**config.mk**
```make
export PLATFORM = sky130hd
export DESIGN_NAME = dem_sv_sched_flat
export DESIGN_NICKNAME = d
export VERILOG_FILES = /design/src/rtl/dem_sv_sched_pkg.sv /design/src/rtl/dem_sv_sched_if.sv /design/src/rtl/dem_sv_sched_dwa_mask_gen.sv /design/src/rtl/dem_sv_sched.sv /design/src/flat_wrapper.sv
export SDC_FILE = /design/constraint.sdc
export NUM_CORES = 1
export LEC_CHECK = 0
export ABC_AREA = 1
export CORE_UTILIZATION = 50
export DETAILED_ROUTE_END_ITERATION = 12
export DONT_BUFFER_PORTS = 1
export GPL_TIMING_DRIVEN = 0
export PLACE_DENSITY = 0.68
export SLEW_MARGIN = 15
export SYNTH_ARGS = -nofsm -noshare
export SYNTH_HDL_FRONTEND = slang
export SYNTH_SLANG_ARGS = --single-unit
```
**constraint.sdc**
```tcl
create_clock -name clk -period 6 [get_ports clk]
set_input_delay 1.2 -clock clk [delete_from_list [all_inputs] [get_ports clk]]
set_output_delay 1.2 -clock clk [all_outputs]
set_load 0.005 [all_outputs]
```
**src/rtl/dem_sv_sched_pkg.sv**
```systemverilog
`default_nettype none
// ============================================================================
// Module   : dem_pkg
// Brief    : Shared constants, mode encodings and helpers for dem_sv_sched.
// Revision : 1.0
// ============================================================================
package dem_pkg;

    localparam int N  = 18;
    localparam int LW = 5;

    typedef enum logic [1:0] {
        MODE_THERM  = 2'b00,
        MODE_DWA    = 2'b01,
        MODE_FREEZE = 2'b10,
        MODE_RSVD   = 2'b11
    } mode_e;

    function automatic logic [LW-1:0] popcount(input logic [N-1:0] v);
        logic [LW-1:0] cnt;
        cnt = '0;
        for (int i = 0; i < N; i++) begin
            cnt = cnt + {{(LW-1){1'b0}}, v[i]};
        end
        return cnt;
    endfunction

endpackage
`default_nettype wire

```
**src/rtl/dem_sv_sched_if.sv**
```systemverilog
`default_nettype none
// ============================================================================
// Module   : dem_sv_sched_if
// Brief    : Level handshake, control and status bundle of the DEM scheduler.
// Revision : 1.0
// ============================================================================
interface dem_sv_sched_if;
    import dem_pkg::*;

    logic          clk_en;
    logic [LW-1:0] lvl_in;
    logic          lvl_valid;
    logic          lvl_ready;
    logic [1:0]    mode;
    logic          err_clr;
    logic [N-1:0]  SV;
    logic          sv_valid;
    logic [LW-1:0] tr_cnt;
    logic [LW-1:0] ptr;
    logic          ovf_err;
    logic          udr_err;

    modport master (
        output clk_en, lvl_in, lvl_valid, mode, err_clr,
        input  lvl_ready, SV, sv_valid, tr_cnt, ptr, ovf_err, udr_err
    );

    modport slave (
        input  clk_en, lvl_in, lvl_valid, mode, err_clr,
        output lvl_ready, SV, sv_valid, tr_cnt, ptr, ovf_err, udr_err
    );

endinterface
`default_nettype wire

```
**src/rtl/dem_sv_sched_dwa_mask_gen.sv**
```systemverilog
`default_nettype none
// ============================================================================
// Module   : dwa_mask_gen
// Brief    : Combinational selection-vector and next-pointer generator.
// Revision : 1.0
// ============================================================================
module dwa_mask_gen
    import dem_pkg::*;
(
    input  wire logic [LW-1:0] i_ptr,
    input  wire logic [LW-1:0] i_lvl,
    input  wire logic [1:0]    i_mode,
    input  wire logic [N-1:0]  i_sv_cur,
    output logic      [N-1:0]  o_sv_new,
    output logic      [LW-1:0] o_ptr_next
);

    localparam logic [LW:0] c_n_ext = (LW+1)'(N);

    logic [N-1:0] w_therm;
    logic [N-1:0] w_dwa;
    logic [LW:0]  w_ptr_ext;
    logic [LW:0]  w_lvl_ext;
    logic [LW:0]  w_sum;
    logic [LW:0]  w_sum_wrap;

    assign w_ptr_ext  = {1'b0, i_ptr};
    assign w_lvl_ext  = {1'b0, i_lvl};
    assign w_sum      = w_ptr_ext + w_lvl_ext;
    assign w_sum_wrap = (w_sum >= c_n_ext) ? (w_sum - c_n_ext) : w_sum;

    // Each element is selected when its distance past the pointer (mod N) is below L.
    genvar gi;
    generate
        for (gi = 0; gi < N; gi++) begin : g_bit
            localparam logic [LW:0] c_idx = (LW+1)'(gi);
            logic [LW:0] w_off;
            assign w_off       = (c_idx >= w_ptr_ext) ? (c_idx - w_ptr_ext)
                                                      : (c_idx + c_n_ext - w_ptr_ext);
            assign w_therm[gi] = (c_idx < w_lvl_ext);
            assign w_dwa[gi]   = (w_off < w_lvl_ext);
        end
    endgenerate

    always_comb begin
        o_sv_new   = i_sv_cur;
        o_ptr_next = i_ptr;
        case (mode_e'(i_mode))
            MODE_THERM: begin
                o_sv_new   = w_therm;
                o_ptr_next = '0;
            end
            MODE_DWA: begin
                o_sv_new   = w_dwa;
                o_ptr_next = w_sum_wrap[LW-1:0];
            end
            default: begin
                o_sv_new   = i_sv_cur;
                o_ptr_next = i_ptr;
            end
        endcase
    end

endmodule
`default_nettype wire

```
**src/rtl/dem_sv_sched.sv**
```systemverilog
`default_nettype none
// ============================================================================
// Module   : dem_sv_sched
// Brief    : 18-element DAC selection scheduler with one-entry level buffer.
// Revision : 1.0
// ============================================================================
module dem_sv_sched
    import dem_pkg::*;
(
    input  wire logic     clk,
    input  wire logic     rstn,
    dem_sv_sched_if.slave bus
);

    logic          r_full;
    logic [LW-1:0] r_lvl;
    logic [N-1:0]  r_sv;
    logic [LW-1:0] r_ptr;
    logic [LW-1:0] r_tr;
    logic          r_svv;
    logic          r_ovf;
    logic          r_udr;

    logic          w_consume;
    logic          w_ready;
    logic          w_accept;
    logic          w_lvl_over;
    logic [LW-1:0] w_lvl_clamped;
    logic          w_ovf_set;
    logic          w_udr_set;
    logic [N-1:0]  w_sv_new;
    logic [LW-1:0] w_ptr_next;
    logic [LW-1:0] w_tr;

    // Ready depends only on buffer state and the strobe, never on lvl_valid.
    assign w_consume     = bus.clk_en & r_full;
    assign w_ready       = ~r_full | bus.clk_en;
    assign w_accept      = bus.lvl_valid & w_ready;
    assign w_lvl_over    = (bus.lvl_in > LW'(N));
    assign w_lvl_clamped = w_lvl_over ? LW'(N) : bus.lvl_in;
    assign w_ovf_set     = w_accept & w_lvl_over;
    assign w_udr_set     = bus.clk_en & ~r_full;

    dwa_mask_gen u_mask (
        .i_ptr      (r_ptr),
        .i_lvl      (r_lvl),
        .i_mode     (bus.mode),
        .i_sv_cur   (r_sv),
        .o_sv_new   (w_sv_new),
        .o_ptr_next (w_ptr_next)
    );

    // In freeze the mask generator returns r_sv, so the rising count is zero.
    assign w_tr = popcount(~r_sv & w_sv_new);

    always_ff @(posedge clk or negedge rstn) begin
        if (!rstn) begin
            r_full <= 1'b0;
            r_lvl  <= '0;
        end else if (w_accept) begin
            r_full <= 1'b1;
            r_lvl  <= w_lvl_clamped;
        end else if (w_consume) begin
            r_full <= 1'b0;
        end
    end

    always_ff @(posedge clk or negedge rstn) begin
        if (!rstn) begin
            r_sv  <= '0;
            r_ptr <= '0;
            r_tr  <= '0;
            r_svv <= 1'b0;
        end else begin
            r_svv <= w_consume;
            if (w_consume) begin
                r_sv  <= w_sv_new;
                r_ptr <= w_ptr_next;
                r_tr  <= w_tr;
            end
        end
    end

    // A set event in the same cycle as err_clr keeps the flag asserted.
    always_ff @(posedge clk or negedge rstn) begin
        if (!rstn) begin
            r_ovf <= 1'b0;
            r_udr <= 1'b0;
        end else begin
            r_ovf <= w_ovf_set | (r_ovf & ~bus.err_clr);
            r_udr <= w_udr_set | (r_udr & ~bus.err_clr);
        end
    end

    assign bus.lvl_ready = w_ready;
    assign bus.SV        = r_sv;
    assign bus.sv_valid  = r_svv;
    assign bus.tr_cnt    = r_tr;
    assign bus.ptr       = r_ptr;
    assign bus.ovf_err   = r_ovf;
    assign bus.udr_err   = r_udr;

endmodule
`default_nettype wire
```
**src/flat_wrapper.sv**
```systemverilog
// flat-port wrapper written by rule: the top's interface ports become plain ports
module dem_sv_sched_flat import dem_pkg::*;
  (clk, rstn, bus_clk_en, bus_lvl_in, bus_lvl_valid, bus_mode, bus_err_clr, bus_lvl_ready, bus_SV, bus_sv_valid, bus_tr_cnt, bus_ptr, bus_ovf_err, bus_udr_err);
  dem_sv_sched_if bus_i ();
  input  wire logic clk;
  input  wire logic rstn;
  input wire logic [$bits(bus_i.clk_en)-1:0] bus_clk_en;
  input wire logic [$bits(bus_i.lvl_in)-1:0] bus_lvl_in;
  input wire logic [$bits(bus_i.lvl_valid)-1:0] bus_lvl_valid;
  input wire logic [$bits(bus_i.mode)-1:0] bus_mode;
  input wire logic [$bits(bus_i.err_clr)-1:0] bus_err_clr;
  output wire logic [$bits(bus_i.lvl_ready)-1:0] bus_lvl_ready;
  output wire logic [$bits(bus_i.SV)-1:0] bus_SV;
  output wire logic [$bits(bus_i.sv_valid)-1:0] bus_sv_valid;
  output wire logic [$bits(bus_i.tr_cnt)-1:0] bus_tr_cnt;
  output wire logic [$bits(bus_i.ptr)-1:0] bus_ptr;
  output wire logic [$bits(bus_i.ovf_err)-1:0] bus_ovf_err;
  output wire logic [$bits(bus_i.udr_err)-1:0] bus_udr_err;
  assign bus_i.clk_en = bus_clk_en;
  assign bus_i.lvl_in = bus_lvl_in;
  assign bus_i.lvl_valid = bus_lvl_valid;
  assign bus_i.mode = bus_mode;
  assign bus_i.err_clr = bus_err_clr;
  assign bus_lvl_ready = bus_i.lvl_ready;
  assign bus_SV = bus_i.SV;
  assign bus_sv_valid = bus_i.sv_valid;
  assign bus_tr_cnt = bus_i.tr_cnt;
  assign bus_ptr = bus_i.ptr;
  assign bus_ovf_err = bus_i.ovf_err;
  assign bus_udr_err = bus_i.udr_err;
  dem_sv_sched u_core (.clk(clk), .rstn(rstn), .bus(bus_i));
endmodule
```
==> results of run 1 <==
what timing repair did:
action | 4_1_cts | 5_1_grt
hold buffers | 0 | 0
gates cloned | 0 | 0
setup buffers | 28 | 14
resized for setup | 64 | 55
endpoints found under the setup margin | 5 | 5
pin swaps | 24 | 23
metrics by stage:
step / util (%) / setup TNS [ps] / setup slack, ps
floorplan: - / 0 / 35.8
global route: 60.4 / -790 / -284
global placement: 53.1 / -3650 / -908
finish: 60.4 / -189 / -125
CTS: 58.1 / -404 / -194
detailed placement: 53.1 / -3900 / -962
sequential cells by signal, indices dropped and copies added (netlist names):
signal and cells:
u_core.bus.sv_valid 1, u_core.bus.udr_err 1, u_core.r_lvl 5, u_core.bus.ptr 5, u_core.bus.SV 18, u_core.bus.ovf_err 1
u_core.bus.tr_cnt 5, u_core.r_full 1
per-layer routing:
metal  share of wire, %  wire length [um]  GRT usage [%]  up-vias
li1                   -                 -              -     3050
met1                 44              8380           39.8     2804
met5                  0                 0              0        -
met2                 45              8460           47.5      221
met4                4.1               769           12.3        0
met3                6.5              1230           4.23       57
path summary, 6_finish.rpt:
| kind | from | endpoint | slack [ps] | cells after the start |
|---|---|---|---|---|
| max | u_core.bus.ptr[1] | u_core.bus.tr_cnt[1] | -120 | 31 |
| min | u_core.r_full | u_core.bus.udr_err | 500 | 1 |
| max reg2reg | u_core.bus.ptr[1] | u_core.bus.tr_cnt[1] | -120 | 31 |
| min reg2reg | u_core.r_full | u_core.bus.udr_err | 500 | 1 |
| max in group asynchronous | rstn | u_core.bus.ptr[0] | 5300 | 0 |
| min in group asynchronous | rstn | u_core.bus.SV[16] | 600 | 0 |
final cells by class:
class                           instances  area, sq um
Timing Repair Buffer                   42          330
Sequential cell                        37          932
Tap cell                              147          184
Fill cell                            1108         4760
Multi-Input combinational cell        709         4900
Buffer                                 17          166
Clock buffer                            5          125
Inverter                              145          599
Clock inverter                          3         21.3
critical path, delay by kind of cell (launching register included):
family / cells / cell delay, ps
compound gates: 3 / 410
flops: 1 / 490
simple gates: 7 / 500
fa+ha+maj: 8 / 3400
xor+xnor: 1 / 200
buf+inv: 12 / 990
cells in the mapped netlist, types with 2 or more instances:
master,n,area (sq um)
o22ai_1,4,25.0
o21ai_1,2,10.0
xnor2_1,4,35.0
inv_2,3,11.3
mux2i_1,2,20.0
nand4_1,2,12.5
nor2_4,2,22.5
nor3_1,7,35.0
nor2_1,66,248
a221oi_1,2,17.5
fa_1,13,260
o211ai_1,2,15.0
o21ai_0,89,445
a31oi_1,5,31.3
ha_1,111,1390
xor2_1,33,289
clkinv_1,2,7.51
inv_1,140,526
nand3_1,41,205
a21oi_4,2,32.5
a21oi_1,51,255
nand2_1,233,875
buf_4,2,15.0
nand3b_1,3,22.5
o21bai_1,11,82.6
or2_2,2,12.5
a211oi_1,2,15.0
nand2_2,6,37.5
a21oi_2,2,17.5
o31ai_1,2,15.0
buf_6,4,45.0
buf_2,11,55.1
dfrtp_1,37,926
clkbuf_1,4,15.0
kinds of logic (layout without fill, tap and decap cells):
| family | after synthesis | count (layout) | synth area share (%) |
|---|---|---|---|
| AND/OR/NAND/NOR | 363 | 363 | 24.0 |
| adder cells (fa/ha/maj) | 124 | 124 | 26.7 |
| buffers and inverters | 167 | 212 | 11.0 |
| XOR/XNOR | 37 | 37 | 5.26 |
| AO/OA/AOI/OAI | 182 | 182 | 17.5 |
| multiplexers | 3 | 3 | 0.507 |
| flip-flops | 37 | 37 | 15.0 |
==> impl_summary.md, run 1 <==
STA
The slack of the critical path is -125 ps. The worst clock skew is 4.75 ps. The count of endpoints failing setup in the final report is 3. The number of pins exceeding their max-slew limit in the final report was 0. Setup repair after global routing could not meet its margin everywhere. The final-report hold violation count is 0. For the finished layout, the period the worst path requires is approximately 6000 ps. The final worst hold slack is ~500 ps. Headroom to the max-slew limit came out at roughly 33%.

At the pin with the least slew margin, the transition time is 1000 ps. The ratio of final minimum period to clock period is 102%. Timing would allow up to ~160 MHz.

Clocking
The tree is rooted in a clkbuf_16. The CTS tree is done. The CTS buffer count is 5. The clock tree synthesis step divided the H-tree into 2 levels. The clock latency on the worst-skew pair is ~290 ps.

After clock tree synthesis, the clock-pin slew on the worst setup and hold paths is around 60 ps. The tree built by TritonCTS fans out to 37 sinks. The maximum number of buffers from clock root to sink is 2.

Cells and area
The final layout contains 1093 nets. The area growth from synthesis to layout is 17.7%. The most frequent standard cell in the layout excluding fill and tap cells is nand2_1. In the layout the commonest cells are nand2_1, inv_1, ha_1. Leaving out filler cells and counting taps, the final layout contains ~1100. The repair_antennas step left the layout with diodes totalling 0. The share of post-route cells with drive strength above 1 is 16.9%.

The summed area of non-filler cells in the final layout is around 0.0073 sq mm.

Route
The first-pass iteration count of the detailed router is 7. The number of violations reported at the end of detailed-routing iteration 0 is slightly below 500. The detailed-route DRC error count is 0.

The routed layout has 6132 vias. The total wire length is about 19 mm. In the routed layout, each cell is associated on average with a via count of between 5 and 6. The detail route stage leaves a number of antenna-violating nets equal to 0. The wire length per cell after detailed routing is between 15 and 20 um.

Logic synthesis
The most frequently used flop master after synthesis is dfrtp_1. The mean cell area of the mapped netlist is ~6.8 sq um. The total number of yosys warnings is 0. Of all flip-flops after synthesis, the portion carrying an async set or reset was 100%. The count of mapped cells out of synthesis is 913. The number of enable flip-flop cells after synthesis is 0.

The sequential area share after synthesis is 15.0%. Yosys mapped the design onto 45 distinct sky130hd cell types. The post-synth design cell area is ~0.006 sq mm. The number of nets produced by synthesis is roughly 1000. The synthesized design contains 37 register bits.

Status
The run finished, with violations left. The final reports fail on negative setup slack.

Die
The initial utilization of the core area, before any placement, comes to slightly above 50%. The die covers about 0.013 sq mm. The I/O pin count is 44. The floorplan step set the die width to ~110 um. In this run the standard cell core region covers around 0.012 sq mm. The initialized floorplan defines 40 standard-cell rows. In this run the vertical extent of the chip is about 110 um.

Placement
The number of cells after detailed placement is 1060. Routability-driven placement finished with a final weighted congestion of around 0.92. Once placement finished, the instance area stood at between 0.006 and 0.007 sq mm.

During placement, the flow inserted port buffers numbering 0. After legalization and detailed placement, the total HPWL measured ~14 mm.

GRT
The pin count of the biggest net entering global routing is 38. The first global-routing pass estimated slightly below 30 mm of wire. The initial antenna violation count was 0.

The via count of the first global-routing pass is roughly 5700. After global routing the overflow that remains totals 0. The total global routing track utilization is about 30%.

Setup path
STA puts the critical path data arrival time at approximately 6300 ps. For the worst setup path, the data required time is 6180 ps. The kind of capture point of the worst setup path is a flip-flop. The startpoint kind of the worst setup timing path is a flip-flop. The slowest library cell on the worst path is fa_1. By startpoint and endpoint, the worst setup path is classified as reg -> reg. In this design, the stage delay of the slowest critical-path cell is around 600 ps. The maximum fanout along the worst path is 7.

Min path
The path class of the tightest hold or removal check is reg -> reg.

Job
The max capacitance violation total is 0.
Power of run 1 is not shown: default switching activity piles up to over one toggle a cycle in this logic, so the estimate is an artifact.
==> run 2: changes to the inputs <==
- CORE_MARGIN: default -> 10
==> run 2 against run 1 <==
  * The run still ends with negative setup slack left
  * Largest cell class unchanged
  * Register-to-register slack worse by 60 ps
  * Worst setup slack worse by 63 ps
  * Global-route usage is 5.5 points lower
  * Sequential share of layout area is 0.50 points lower
  * Critical path depth is 1 higher
  * Worst hold slack worse by 3.8 ps
  * Fmax is 1.0% lower
  * Count of clock-buffer cells in the layout is 1 higher
  * Sequential cell count stayed put
  * First-iteration DRC count is 52% higher
  * Final area is 4.3% higher
==> impl_summary.md, run 2 (synthesis gave the netlist of run 1 again) <==
Cells and area
The area growth from synthesis to layout is 22.7% (was 17.7%). The most frequent standard cell in the layout excluding fill and tap cells is nand2_1 (unchanged). Leading cell types in the layout, fill and taps excluded: nand2_1, inv_1, ha_1 (unchanged). The number of diodes added for antenna fixing came to 0 (unchanged).

The final cell count without fillers is 1155 (was 1105). The count of nets after finishing is 1122 (was 1093). The share of post-route cells with drive strength above 1 is 18.7% (was 16.9%).

The final-layout fill cell count came to 1111 (was 1108). The number of flip-flops under the largest register name was 18 (unchanged).

Setup path
The library cell appearing most often on the critical path is fa_1. The startpoint kind of the worst setup timing path is a flip-flop (unchanged). The arrival time reported for the critical path endpoint is 6370 ps (was 6310 ps). The stage delay of the slowest cell on the critical path is 560 ps (was 600 ps). The kind of critical path is reg -> reg (unchanged). The maximum fanout along the worst path is 7 (unchanged). The kind of capture point of the worst setup path is a flip-flop (unchanged). The cell family with the largest share of critical-path delay is adder cells (unchanged).

The worst path buffer plus inverter count is 9 (was 12). The data required time at the worst endpoint is 6180 ps (about the same). The slowest library cell on the worst path is fa_1 (unchanged).

STA
Setup repair after global routing missed its margin: true (unchanged). The final-report hold violation count was 0 (unchanged). The worst clock skew is 4.04 ps (was 4.75 ps). The count of endpoints failing setup in the final report was 4 (was 3). The number of pins exceeding their max-slew limit in the final report came to 0 (unchanged). The ratio of final minimum period to clock period is 103% (was 102%).

The worst-margin pin slew came to 953 ps (was 1000 ps). The peak clock frequency supported by timing is 162 MHz (was 163 MHz). The remaining max-slew budget at the tightest pin came to 36.4% (was 33.0%).

The post-route minimum period is 6190 ps (was 6120 ps). The slack of the critical path is -187 ps (was -125 ps).

Status
Result of the run: complete, but fails checks (unchanged). Violations in the final reports: negative setup slack (unchanged).

Route
The first-pass iteration count of the detailed router is 6 (was 7). The routed via count divided by cell count is 5.43 (was 5.55). The via count was 6277 (was 6132).

The remaining antenna violation count was 0 (unchanged). The total wire length came to 20.1 mm (was 18.8 mm). The wire length per cell after detailed routing is 17.4 um (was 17.1 um). The detailed-route DRC error count is 0 (unchanged). The number of violations reported at the end of detailed-routing iteration 0 is 747 (was 490).

Placement
The number of input and output port buffers inserted came to 0 (unchanged). The routability-driven placement congestion ratio is 0.966 (was 0.917). The number of cells after detailed placement is 1081 (was 1060). The half-perimeter wire length after detailed placement is 13.9 mm (was 13.6 mm).

Job
The max capacitance violation total is 0 (unchanged).

Clocking
The clock transition at the registers of the reported paths is 60 ps (about the same). The maximum number of buffers from clock root to sink is 2 (unchanged). The CTS tree is done (unchanged). The TritonCTS sink count is 37 (unchanged).

The clock latency on the worst-skew pair is 290 ps (about the same). The clock tree root buffer cell is clkbuf_16 (unchanged). The hold-fix buffer count after cts is 0 (unchanged). The CTS buffer count is 5 (unchanged).

The number of H-tree levels is 2 (unchanged).

Die
The placeable core region came to 0.0121 sq mm (was 0.0120 sq mm). The x dimension of the die is 131 um (was 113 um). The site row count is 40 (unchanged). The I/O pin count was 44 (unchanged). The effective utilization at floorplan is 51.1% (was 51.3%). The height of the die is 131 um (was 113 um).

The die area is 0.0172 sq mm (was 0.0128 sq mm).

GRT
The initial antenna violation count is 0 (unchanged). The wire length of the first global-routing pass is 32.7 mm (was 29.4 mm). The pin count of the biggest net entering global routing is 38 (unchanged). The sum of overflow across all layers after global routing was 0 (unchanged).

The total global routing track utilization is 24.0% (was 29.6%). The via count of the first global-routing pass is 6213 (was 5656).

Min path
The path type of the worst min-delay path is reg -> reg (unchanged).
## run 2: final timing paths
kind / depth (start not counted) / slack (ps) / from / endpoint
worst max-delay path: 32 / -190 / u_core.bus.ptr[3] / u_core.bus.tr_cnt[1]
worst min-delay path: 1 / 500 / u_core.r_full / u_core.bus.udr_err
worst max register to register: 32 / -190 / u_core.bus.ptr[3] / u_core.bus.tr_cnt[1]
worst min register to register: 1 / 500 / u_core.r_full / u_core.bus.udr_err
max in group asynchronous: 0 / 5310 / rstn / u_core.bus.ptr[4]
min in group asynchronous: 0 / 600 / rstn / u_core.bus.SV[12]
## run 2: final cells by class
class,count,area [sq um],share of cell area [%]
plain buffers,18,175,2.31
clock buffers,6,139,1.84
clock inverters,2,37.5,0.496
inverters,145,602,7.95
multi-input cells,709,4900,64.8
flip-flops and latches,37,935,12.3
well taps,168,210,2.78
repair buffers,70,569,7.52
## run 2: worst reg2reg max path, delay by kind of cell (launching register included)
family | cells | cell delay, ps
fa+ha+maj | 9 | 3490
simple gates | 11 | 930
buf+inv | 9 | 690
flops | 1 | 510
compound gates | 2 | 260
xor+xnor | 1 | 170
## run 2: per-stage QoR
step	TNS, ps	util (%)	area, sq um	setup slack [ps]	hold WS (ps)
floorplan	0	-	6190	35.8	464
global placement	-3510	53.1	6400	-878	488
finish	-350	62.7	7570	-187	499
detailed placement	-3570	53.1	6400	-900	489
CTS	-256	60.8	7340	-155	498
global route	-1150	62.7	7570	-375	528
## run 2: timing repair
| action | in CTS | in global routing |
|---|---|---|
| setup endpoints to repair | 5 | 6 |
| pin swaps | 32 | 39 |
| gates cloned | 0 | 0 |
| endpoints found under the hold margin | 0 | 0 |
| gates resized for setup | 75 | 57 |
| buffers inserted | 64 | 11 |
## run 2: layer usage
layer	up-vias	part of all wire, %	global-route usage (%)
met3	70	7.8	4.02
met2	272	44	37.6
li1	3109	-	-
met5	-	0	0
met4	0	4.5	10.7
met1	2826	43	31.8
Power of run 2 is left out for the same reason.
==> run 3: changes to the inputs <==
- ABC_AREA: 1 -> 0
==> run 3 against run 2 <==
  * The flow still finishes with violations (negative setup slack)
  * Cell count fell by 15%
  * Critical path depth fell by 5
  * Fmax fell by 6.6%
  * Die area grew 2.2%
  * Utilization down 3.9 points
  * Clock skew is 0.91 ps higher
  * Via count down 0.18%
  * Synthesized cell count down 16%
  * Non-clock buffer count shrank 18
  * Final area shrank 2.6%
  * Worst setup slack worse by 440 ps
  * Critical path type unchanged
  * Critical endpoint is now u_core.bus.tr_cnt[3]
  * Highest routed layer unchanged
==> impl_summary.md, run 3 <==
STA
The count of endpoints failing setup in the final report is 5 (was 4). The remaining max-slew budget at the tightest pin is 38.5% (was 36.4%). The ratio of final minimum period to clock period is 110% (was 103%).

The worst clock skew is 4.95 ps (was 4.04 ps). The number of pins exceeding their max-slew limit in the final report came to 0 (unchanged). The slack of the critical path is -625 ps (was -187 ps). The post-route minimum period is 6630 ps (was 6190 ps). The post-route setup TNS was -2350 ps (was -350 ps). The final worst hold slack is 503 ps (was 499 ps). The final-report hold violation count is 0 (unchanged). Setup repair after global routing missed its margin: true (unchanged). The peak clock frequency supported by timing is 151 MHz (was 162 MHz).

The worst-margin pin slew came to 922 ps (was 953 ps).

Logic synthesis
The most used standard cell by instance count after synthesis is ha_1 (was nand2_1). The post-synth design cell area is 0.00633 sq mm (was 0.00617 sq mm). The post-synthesis register bit count came to 37 (unchanged). The count of mapped cells out of synthesis is 771 (was 913). Post-synth top cells: ha_1, nand2_1, a21oi_1 (was nand2_1, inv_1, ha_1).

The sequential area share after synthesis was 14.6% (was 15.0%). Main area contributors after synthesis: ha_1, dfrtp_1, xnor2_1 (was ha_1, dfrtp_1, nand2_1). The mean cell area of the mapped netlist is 8.21 sq um (was 6.75 sq um). The number of enable flip-flop cells after synthesis was 0 (unchanged). The cell type with the largest total area after synthesis is ha_1 (unchanged).

The total number of yosys warnings is 0 (unchanged). The number of unique standard cell types used by synthesis was 69 (was 45). The area share of the largest cell type after synthesis is 21.9% (was 22.5%).

The share of flip-flops with an asynchronous set or reset is 100% (unchanged). The most frequently used flop master after synthesis is dfrtp_1 (unchanged). The number of nets produced by synthesis is 907 (was 1049).

Clocking
The TritonCTS sink count is 37 (unchanged). The maximum number of buffers from clock root to sink was 2 (unchanged). The CTS tree is done (unchanged).

The number of H-tree levels came to 2 (unchanged). The hold-fix buffer count after cts was 0 (unchanged). The clock latency on the worst-skew pair is 290 ps (about the same). The CTS buffer count came to 5 (unchanged). The clock tree root buffer cell is clkbuf_16 (unchanged). The clock transition at the registers of the reported paths is 60 ps (about the same).

Placement
The half-perimeter wire length after detailed placement came to 15.6 mm (was 13.9 mm). The number of input and output port buffers inserted is 0 (unchanged). The worst-case setup slack after placement is -1260 ps (was -900 ps). The routability-driven placement congestion ratio is 0.988 (was 0.966).

GRT
The via count of the first global-routing pass was 6233 (was 6213). The wire length of the first global-routing pass is 34.1 mm (was 32.7 mm). The most congested layer reported by global routing is met2 (unchanged). The pin count of the biggest net entering global routing is 38 (unchanged).

The met2 capacity usage during global routing is 40.2% (was 37.6%). The met3 usage in global routing is 4.01% (was 4.02%). The met1 track demand over resource in global routing came to 29.5% (was 31.8%). The sum of overflow across all layers after global routing is 0 (unchanged). The initial antenna violation count is 0 (unchanged). The total global routing track utilization came to 23.8% (was 24.0%).

Cells and area
The flip-flop and latch area is 937 sq um (was 935 sq um). The area of combinational cells with multiple inputs was 0.00530 sq mm (was 0.00490 sq mm). The share of post-route cells with drive strength above 1 is 15.4% (was 18.7%).

The number of flip-flops under the largest register name is 18 (unchanged). The final-layout fill cell count is 1128 (was 1111). The number of diodes added for antenna fixing came to 0 (unchanged).

Leading cell types in the layout, fill and taps excluded: ha_1, nand2_1, a21oi_1 (was nand2_1, inv_1, ha_1). The area growth from synthesis to layout is 16.5% (was 22.7%). The count of nets after finishing came to 940 (was 1122). The most frequent standard cell in the layout excluding fill and tap cells is ha_1 (was nand2_1).

Route
The routed via count divided by cell count is 6.41 (was 5.43). The first-pass iteration count of the detailed router is 5 (was 6). The remaining antenna violation count is 0 (unchanged). The detailed-route DRC error count is 0 (unchanged). The via count is 6266 (was 6277). The number of violations reported at the end of detailed-routing iteration 0 was 551 (was 747). The total wire length came to 21.7 mm (was 20.1 mm).

The wire length per cell after detailed routing is 22.2 um (was 17.4 um).

Setup path
The slack of the worst reg-to-reg path is -630 ps (was -190 ps). The kind of critical path was reg -> reg (unchanged). The data required time at the worst endpoint was 6140 ps (was 6180 ps). The startpoint kind of the worst setup timing path is a flip-flop (unchanged). The source of the critical timing path is u_core.bus.ptr[2] (was u_core.bus.ptr[3]). The reg-to-reg critical path startpoint is u_core.bus.ptr[2] (was u_core.bus.ptr[3]).

The terminus of the critical flop-to-flop path is u_core.bus.tr_cnt[3] (was u_core.bus.tr_cnt[1]). The kind of capture point of the worst setup path is a flip-flop (unchanged). The arrival time reported for the critical path endpoint came to 6770 ps (was 6370 ps). The count of cells along the worst register-to-register path is 27 (was 32). The maximum fanout along the worst path is 8 (was 7).

Status
Violations in the final reports: negative setup slack (unchanged). Result of the run: complete, but fails checks (unchanged).

Min path
The worst min-delay path endpoint is u_core.bus.udr_err (unchanged). The path type of the worst min-delay path is reg -> reg (unchanged). The number of stages on the worst hold path is 1 (unchanged). The beginning of the worst hold path is u_core.r_full (unchanged).

Die
The height of the die came to 133 um (was 131 um). The effective utilization at floorplan is 50.6% (was 51.1%). The I/O pin count is 44 (unchanged). The x dimension of the die is 133 um (was 131 um). The site row count is 41 (was 40). The placeable core region is 0.0125 sq mm (was 0.0121 sq mm). The die area is 0.0176 sq mm (was 0.0172 sq mm).

Job
The max capacitance violation total was 0 (unchanged).
[run 3: cell count changes in the layout (fill, tap and decap cells not counted), moves of 24 or more]
cell | previous run | this run
xnor2_1 | 2 | 44
o21a_1 | 0 | 38
o21ai_0 | 82 | 33
nand2_1 | 214 | 72
inv_1 | 126 | 28
nand3_1 | 36 | 11
buf_4 | 53 | 29
[run 3: cells by family after synthesis]
family                   count (synthesis)  share of synthesized area (%)
XOR/XNOR                                55                           7.73
AO/OA/AOI/OAI                          233                           26.1
multiplexers                            24                           3.91
adder cells (fa/ha/maj)                124                           26.1
buffers and inverters                   82                           5.02
flip-flops                              37                           14.6
AND/OR/NAND/NOR                        216                           16.6
[run 3: cell type report]
class                      count  area share [%]
clock buffer                   6            1.88
inverter                      38            2.38
tap                          172            2.92
clock inverter                 2           0.509
sequential                    37            12.7
buffer                        36            4.24
multi-input combinational    652            71.9
timing repair buffer          34            3.41
[run 3: how the worst max path moves through the flow]
stage | slack [ps] | to
CTS | -610 | u_core.bus.tr_cnt[1]
finish | -630 | u_core.bus.tr_cnt[3]
floorplan | -220 | u_core.bus.tr_cnt[1]
detailed placement | -1260 | u_core.bus.tr_cnt[1]
global placement | -1210 | u_core.bus.tr_cnt[1]
global route | -850 | u_core.bus.tr_cnt[3]
[run 3: what timing repair did]
item	4_1_cts	5_1_grt
endpoints found under the hold margin	0	0
buffers inserted	26	8
setup endpoints to repair	5	5
resized for setup	46	16
pin swaps	18	7
[run 3: layer usage]
layer / share of wire, % / wire length (um)
met5: 0 / 0
met4: 4.1 / 882
met3: 11 / 2340
met2: 47 / 10100
met1: 39 / 8370
[run 3: critical path, stage by stage, from the launching register on]
cell and delay, ps:
dfrtp_2 530, ha_1 300, inv_1 170, ha_4 250, a21oi_4 220, xor2_1 180
ha_1 240, nor2b_1 130, o21a_1 180, o21a_1 160, o21ai_0 260, nand2_1 170
a2111o_1 460, fa_1 550, inv_1 60, fa_1 490, inv_1 50, fa_1 480
inv_1 50, fa_1 490, inv_2 40, fa_2 360, inv_2 80, buf_4 100
a21o_1 110, a21oi_2 50, xnor2_1 200, o21ai_1 110
[run 3: metrics by stage]
stage | std cells | instance area (sq um) | utilization (%)
finish | 977 | 7370 | 58.9
global route | 977 | 7370 | 58.9
CTS | 972 | 7250 | 58.0
detailed placement | 943 | 6720 | 53.7
global placement | 943 | 6720 | 53.7
floorplan | 771 | 6500 | -
Power of run 3 is left out for the same reason.
==> RTL edit 1, RTL diff (config.mk and constraints of run 3) <==
`LW`: 5 -> 4.
--- a/src/rtl/dem_sv_sched_pkg.sv
+++ b/src/rtl/dem_sv_sched_pkg.sv
@@ -7,7 +7,7 @@
 package dem_pkg;
 
     localparam int N  = 18;
-    localparam int LW = 5;
+    localparam int LW = 4;
 
     typedef enum logic [1:0] {
         MODE_THERM  = 2'b00,
Interface: changed (resized bus_lvl_in, bus_ptr and bus_tr_cnt); port bits go from 44 to 41. No check against the original RTL was run, so the function may have changed too.
==> RTL edit 1 against run 3 <==
  * The run still ends with negative setup slack left
  * Synthesized area decreased by 30%
  * Clock skew increased by 0.0046 ns
  * Sequential cell count decreased by 3
  * Critical path depth decreased by 6
  * Setup slack improved by 0.23 ns
  * Wire length decreased by 38%
  * Die area decreased by 26%
  * Final area decreased by 33%
  * Final cell count decreased by 32%
==> RTL edit 1: results (changes against run 3) <==
** Outcome
- Status: finished, violations left (unchanged).
- Violations in the final reports :: negative setup slack (unchanged)

** Placement
- The placement-stage cell area came to 4630 µm² (was 6720 µm²).
- The routability congestion estimate from global placement is 0.969 (was 0.988).
- The number of placed instances with taps included was 639 (was 943).
- The worst slack after detailed placement is -0.823 ns (was -1.26 ns).
- Detailed Place HPWL :: 10100 µm (was 15600 µm)

** Global route
- Vias in the first global route :: 4152 (was 6233)
- The overall routing resource usage is 20.4% (was 23.8%).
- Pin count of the biggest net entering global routing :: 35 (was 38)

** Synth
- Main area contributors after synthesis: sky130_fd_sc_hd__ha_1 23%, sky130_fd_sc_hd__dfrtp_1 19%, sky130_fd_sc_hd__fa_1 5.9%, sky130_fd_sc_hd__o21ai_0 5.8%, sky130_fd_sc_hd__nand2_1 4.2% (was sky130_fd_sc_hd__ha_1 22%, sky130_fd_sc_hd__dfrtp_1 15%, sky130_fd_sc_hd__xnor2_1 6.2%, sky130_fd_sc_hd__o21a_1 4.5%, sky130_fd_sc_hd__nand2_1 4.4%).
- The count of unique library cells instantiated by Yosys is 57 (was 69).
- The sequential fraction of the synthesis area is 19.2% (was 14.6%).
- Top cells by count, synth: 82 x sky130_fd_sc_hd__ha_1, 51 x sky130_fd_sc_hd__o21ai_0, 50 x sky130_fd_sc_hd__nand2_1, 37 x sky130_fd_sc_hd__inv_1, 35 x sky130_fd_sc_hd__a21oi_1 (was 111 x sky130_fd_sc_hd__ha_1, 74 x sky130_fd_sc_hd__nand2_1, 51 x sky130_fd_sc_hd__a21oi_1, 45 x sky130_fd_sc_hd__xnor2_1, 43 x sky130_fd_sc_hd__nor2_1).
- Gate count after technology mapping :: 531 (was 771)

** Worst hold path
- The startpoint of the tightest hold check path is u_core.r_full (unchanged).

** STA
- The smallest hold slack was 0.499 ns (was 0.503 ns).
- The accumulated negative setup slack is -1.09 ns (was -2.35 ns).
- The number of setup violations in the final report is 3 (was 5).
- The smallest setup slack after layout came to -0.393 ns (was -0.625 ns).
- Clk_skew :: 0.00954 ns (was 0.00495 ns)

** Setup path
- Setup slack on the worst flop-to-flop path :: -0.39 ns (was -0.63 ns)
- Worst Path Arrival :: 6.54 ns (was 6.77 ns)
- The depth of the worst register-to-register path came to 21 (was 27).
- The critical path's slowest cell is sky130_fd_sc_hd__dfrtp_4 (was sky130_fd_sc_hd__fa_1).
- The critical path endpoint was u_core.bus.tr_cnt[2] (was u_core.bus.tr_cnt[3]).
- Worst reg2reg path endpoint :: u_core.bus.tr_cnt[2] (was u_core.bus.tr_cnt[3])
- Stage delay of the slowest cell on the critical path :: 0.55 ns (about the same)

** Drt
- The total wire length after detailed routing is 13500 µm (was 21700 µm).
- The number of DRC violations after detailed-routing iteration 0 is 379 (was 551).

** Clocking
- CTS Root Cell :: sky130_fd_sc_hd__clkbuf_8 (was sky130_fd_sc_hd__clkbuf_16)

** Finish
- Share of post-route cells with drive strength above 1 :: 13.2% (was 15.4%)
RTL edit 1: cell count changes after synthesis, sizes merged, moves of 9 or more:
cell | before | now
nor2 | 43 | 27
nand2 | 74 | 50
a221oi | 10 | 1
clkbuf | 33 | 11
mux2i | 18 | 7
o21a | 38 | 16
xnor2 | 46 | 21
ha | 111 | 82
a21oi | 55 | 35
RTL edit 1: routing by layer:
metal / track usage (%) / routed length [µm] / vias up
met2: 33.8 / 6420 / 165
li1: - / - / 1934
met1: 26.2 / 5710 / 1999
met3: 3.51 / 995 / 31
met5: 0.392 / 0 / -
met4: 6.52 / 378 / 0
RTL edit 1: power groups by stage:
stage                     combinational, µW  sequential [µW]  clock (µW)
after global placement                 1350              375           0
after detailed placement               1400              377           0
final                                  1560              366         175
after floorplan                        1080              341           0
after global routing                   1740              377         188
after CTS                              1510              370         175
RTL edit 1: logic make-up (layout without fill, tap and decap cells):
logic type | count (synthesis) | count (layout) | share of synthesized area, %
adders and majority gates | 95 | 95 | 29.0
muxes | 12 | 12 | 2.85
DFF | 34 | 34 | 19.2
buffers and inverters | 59 | 80 | 5.16
xor gates and xnor gates | 28 | 28 | 5.53
AOI/OAI and AO/OA | 164 | 164 | 23.2
and+or+nand+nor | 139 | 139 | 15.1
RTL edit 1: timing repair:
item                       4_1_cts  5_1_grt
gates resized for setup         22       16
buffers inserted                14        1
setup endpoints to repair        4        4
pin swaps                        3        1
RTL edit 1: area by class of cell:
| cell class | count | area [µm²] |
|---|---|---|
| Sequential cell | 34 | 858 |
| Timing Repair Buffer | 15 | 106 |
| Multi-Input combinational cell | 438 | 3480 |
| Inverter | 41 | 163 |
| Clock buffer | 7 | 86.3 |
| Tap cell | 108 | 135 |
| Clock inverter | 1 | 5.00 |
| Fill cell | 814 | 3740 |
| Buffer | 16 | 97.6 |
==> RTL edit 2, RTL diff (settings of run 3) <==
Without the edit above. Reset style: synchronous (`rstn`), changed in 3 clocked blocks.
--- a/src/rtl/dem_sv_sched.sv
+++ b/src/rtl/dem_sv_sched.sv
@@ -53,7 +53,7 @@
     // In freeze the mask generator returns r_sv, so the rising count is zero.
     assign w_tr = popcount(~r_sv & w_sv_new);
 
-    always_ff @(posedge clk or negedge rstn) begin
+    always_ff @(posedge clk) begin
         if (!rstn) begin
             r_full <= 1'b0;
             r_lvl  <= '0;
@@ -65,7 +65,7 @@
         end
     end
 
-    always_ff @(posedge clk or negedge rstn) begin
+    always_ff @(posedge clk) begin
         if (!rstn) begin
             r_sv  <= '0;
             r_ptr <= '0;
@@ -82,7 +82,7 @@
     end
 
     // A set event in the same cycle as err_clr keeps the flag asserted.
-    always_ff @(posedge clk or negedge rstn) begin
+    always_ff @(posedge clk) begin
         if (!rstn) begin
             r_ovf <= 1'b0;
             r_udr <= 1'b0;
Formal check against the unedited RTL: differs if rstn is asserted again (counterexample within 4 cycles, from zero or initial values and one cycle with rstn low); with rstn held inactive, the same outputs for 4 cycles.
==> RTL edit 2 against run 3 <==
  * The run still ends with negative setup slack left
  * Wire length is 1.3% lower
  * Synthesized area is 5.1% lower
  * Final area is 4.0% lower
  * Global-route usage is 0.75 points higher
  * Hold slack worse by 0.0085 ns
  * Die area is 4.4% lower
  * Via count is 3.8% lower
  * Setup slack better by 0.13 ns
  * Sequential cell count stayed put
Power is left out: it rests on default switching activity, and per cell area and clock period it moved more than threefold.
==> RTL edit 2: results (changes against run 3) <==
** STA
- Clk_skew :: 0.00348 ns (was 0.00495 ns)
- Final-layout setup total negative slack :: -1.91 ns (was -2.35 ns)
- Crit path setup slack, layout :: -0.499 ns (was -0.625 ns)
- Worst Tran Pin Value :: 0.910 ns (was 0.922 ns)
- The number of setup violations in the final report is 4 (was 5).

** Worst hold path
- The cell depth of the worst min-delay path is 2 (was 1).

** Setup path
- Crit Path Max Fanout :: 10 (was 8)
- Worst r2r path cells :: 25 (was 27)

** Synth
- Top cells by count, synth :: 112 x sky130_fd_sc_hd__ha_1, 66 x sky130_fd_sc_hd__a21oi_1, 60 x sky130_fd_sc_hd__nand2_1, 51 x sky130_fd_sc_hd__o21ai_0, 49 x sky130_fd_sc_hd__xnor2_1 (was 111 x sky130_fd_sc_hd__ha_1, 74 x sky130_fd_sc_hd__nand2_1, 51 x sky130_fd_sc_hd__a21oi_1, 45 x sky130_fd_sc_hd__xnor2_1, 43 x sky130_fd_sc_hd__nor2_1)
- The share of flip-flops with an asynchronous set or reset is 0% (was 100%).
- Main area contributors after synthesis: sky130_fd_sc_hd__ha_1 23%, sky130_fd_sc_hd__dfxtp_1 12%, sky130_fd_sc_hd__xnor2_1 7.1%, sky130_fd_sc_hd__a21oi_1 5.5%, sky130_fd_sc_hd__o21a_1 4.5% (was sky130_fd_sc_hd__ha_1 22%, sky130_fd_sc_hd__dfrtp_1 15%, sky130_fd_sc_hd__xnor2_1 6.2%, sky130_fd_sc_hd__o21a_1 4.5%, sky130_fd_sc_hd__nand2_1 4.4%).
- Mapped Nets :: 890 (was 907)
- Post-synthesis cell type count :: 63 (was 69)
- The main flop type after synthesis was sky130_fd_sc_hd__dfxtp_1 (was sky130_fd_sc_hd__dfrtp_1).
- Sequential cell area fraction in the yosys report :: 12.3% (was 14.6%)

** Drt
- Drt initial violations :: 686 (was 551)
- The total number of vias is 6030 (was 6266).
- Final wirelength :: 21400 µm (was 21700 µm)

** Placement
- Cell area after placement :: 6320 µm² (was 6720 µm²)
- Final Wtd Congestion :: 0.973 (was 0.988)
- The estimated wirelength of the detail-placed design was 15100 µm (was 15600 µm).

** Finish
- The layout net count came to 934 (was 940).
- The fraction of final layout cells sized beyond drive strength 1 is 15.8% (was 15.4%).

** Global route
- The via count of the first global-routing pass is 5863 (was 6233).
- The pin count of the biggest net entering global routing came to 24 (was 38).
- The first-pass GRT wire length came to 32500 µm (was 34100 µm).

** Outcome
- Status: finished, violations left (unchanged).
- Violations in the final reports: negative setup slack (unchanged).
## RTL edit 2: metal layers
metal / global-route usage [%] / wire [µm] / up-vias
met5: 0 / 0 / -
met2: 39.3 / 9750 / 302
met1: 31.1 / 8990 / 2856
li1: - / - / 2809
met4: 11.1 / 927 / 0
met3: 5.14 / 1760 / 63
## RTL edit 2: critical path, delay by kind of cell (launching register included)
family	cells	cell delay [ns]
buffers and inverters	7	0.98
xor gates and xnor gates	2	0.31
DFF	1	0.45
adders and majority gates	8	3.25
AOI/OAI and AO/OA	4	0.56
muxes	1	0.22
and+or+nand+nor	3	0.58
## RTL edit 2: cells by family after synthesis
| logic type | after synthesis | share of synthesized area (%) |
|---|---|---|
| and+or+nand+nor | 185 | 15.0 |
| DFF | 37 | 12.3 |
| xor gates and xnor gates | 57 | 8.31 |
| buffers and inverters | 72 | 4.75 |
| muxes | 30 | 5.15 |
| AOI/OAI and AO/OA | 247 | 26.7 |
| adders and majority gates | 125 | 27.7 |
## RTL edit 2: through the flow
step           util (%)  std cells  hold WS [ns]
3_3_place_gp       54.6        896         0.486
6_report           61.2        941         0.495
4_1_cts            60.9        939         0.490
3_5_place_dp       54.6        896         0.496
2_1_floorplan         -        753         0.459
5_1_grt            61.2        941         0.530
## RTL edit 2: cell type report
type / count / area [µm²] / share of cell area, %
sequential: 37 / 759 / 10.7
inverter: 31 / 155 / 2.19
tap: 143 / 179 / 2.53
multi-input combinational: 644 / 5210 / 73.6
timing repair buffer: 37 / 295 / 4.17
clock inverter: 2 / 38.8 / 0.548
buffer: 40 / 283 / 3.99
timing repair inverter: 1 / 5.00 / 0.0707
clock buffer: 6 / 150 / 2.12
## RTL edit 2: path summary, 6_finish.rpt
path,startpoint,end,slack [ns]
setup / recovery,u_core.bus.ptr[4],u_core.bus.tr_cnt[2],-0.50
setup reg to reg,u_core.bus.ptr[4],u_core.bus.tr_cnt[2],-0.50
hold reg to reg,u_core.bus.tr_cnt[0],u_core.bus.tr_cnt[0],0.49
hold / removal,u_core.bus.tr_cnt[0],u_core.bus.tr_cnt[0],0.49
## RTL edit 2: timing repair
action,4_1_cts,5_1_grt
cloned,1,1
pin swaps,11,4
buffers inserted,35,1
endpoints found under the setup margin,5,5
resized for setup,55,12
hold buffers,0,0
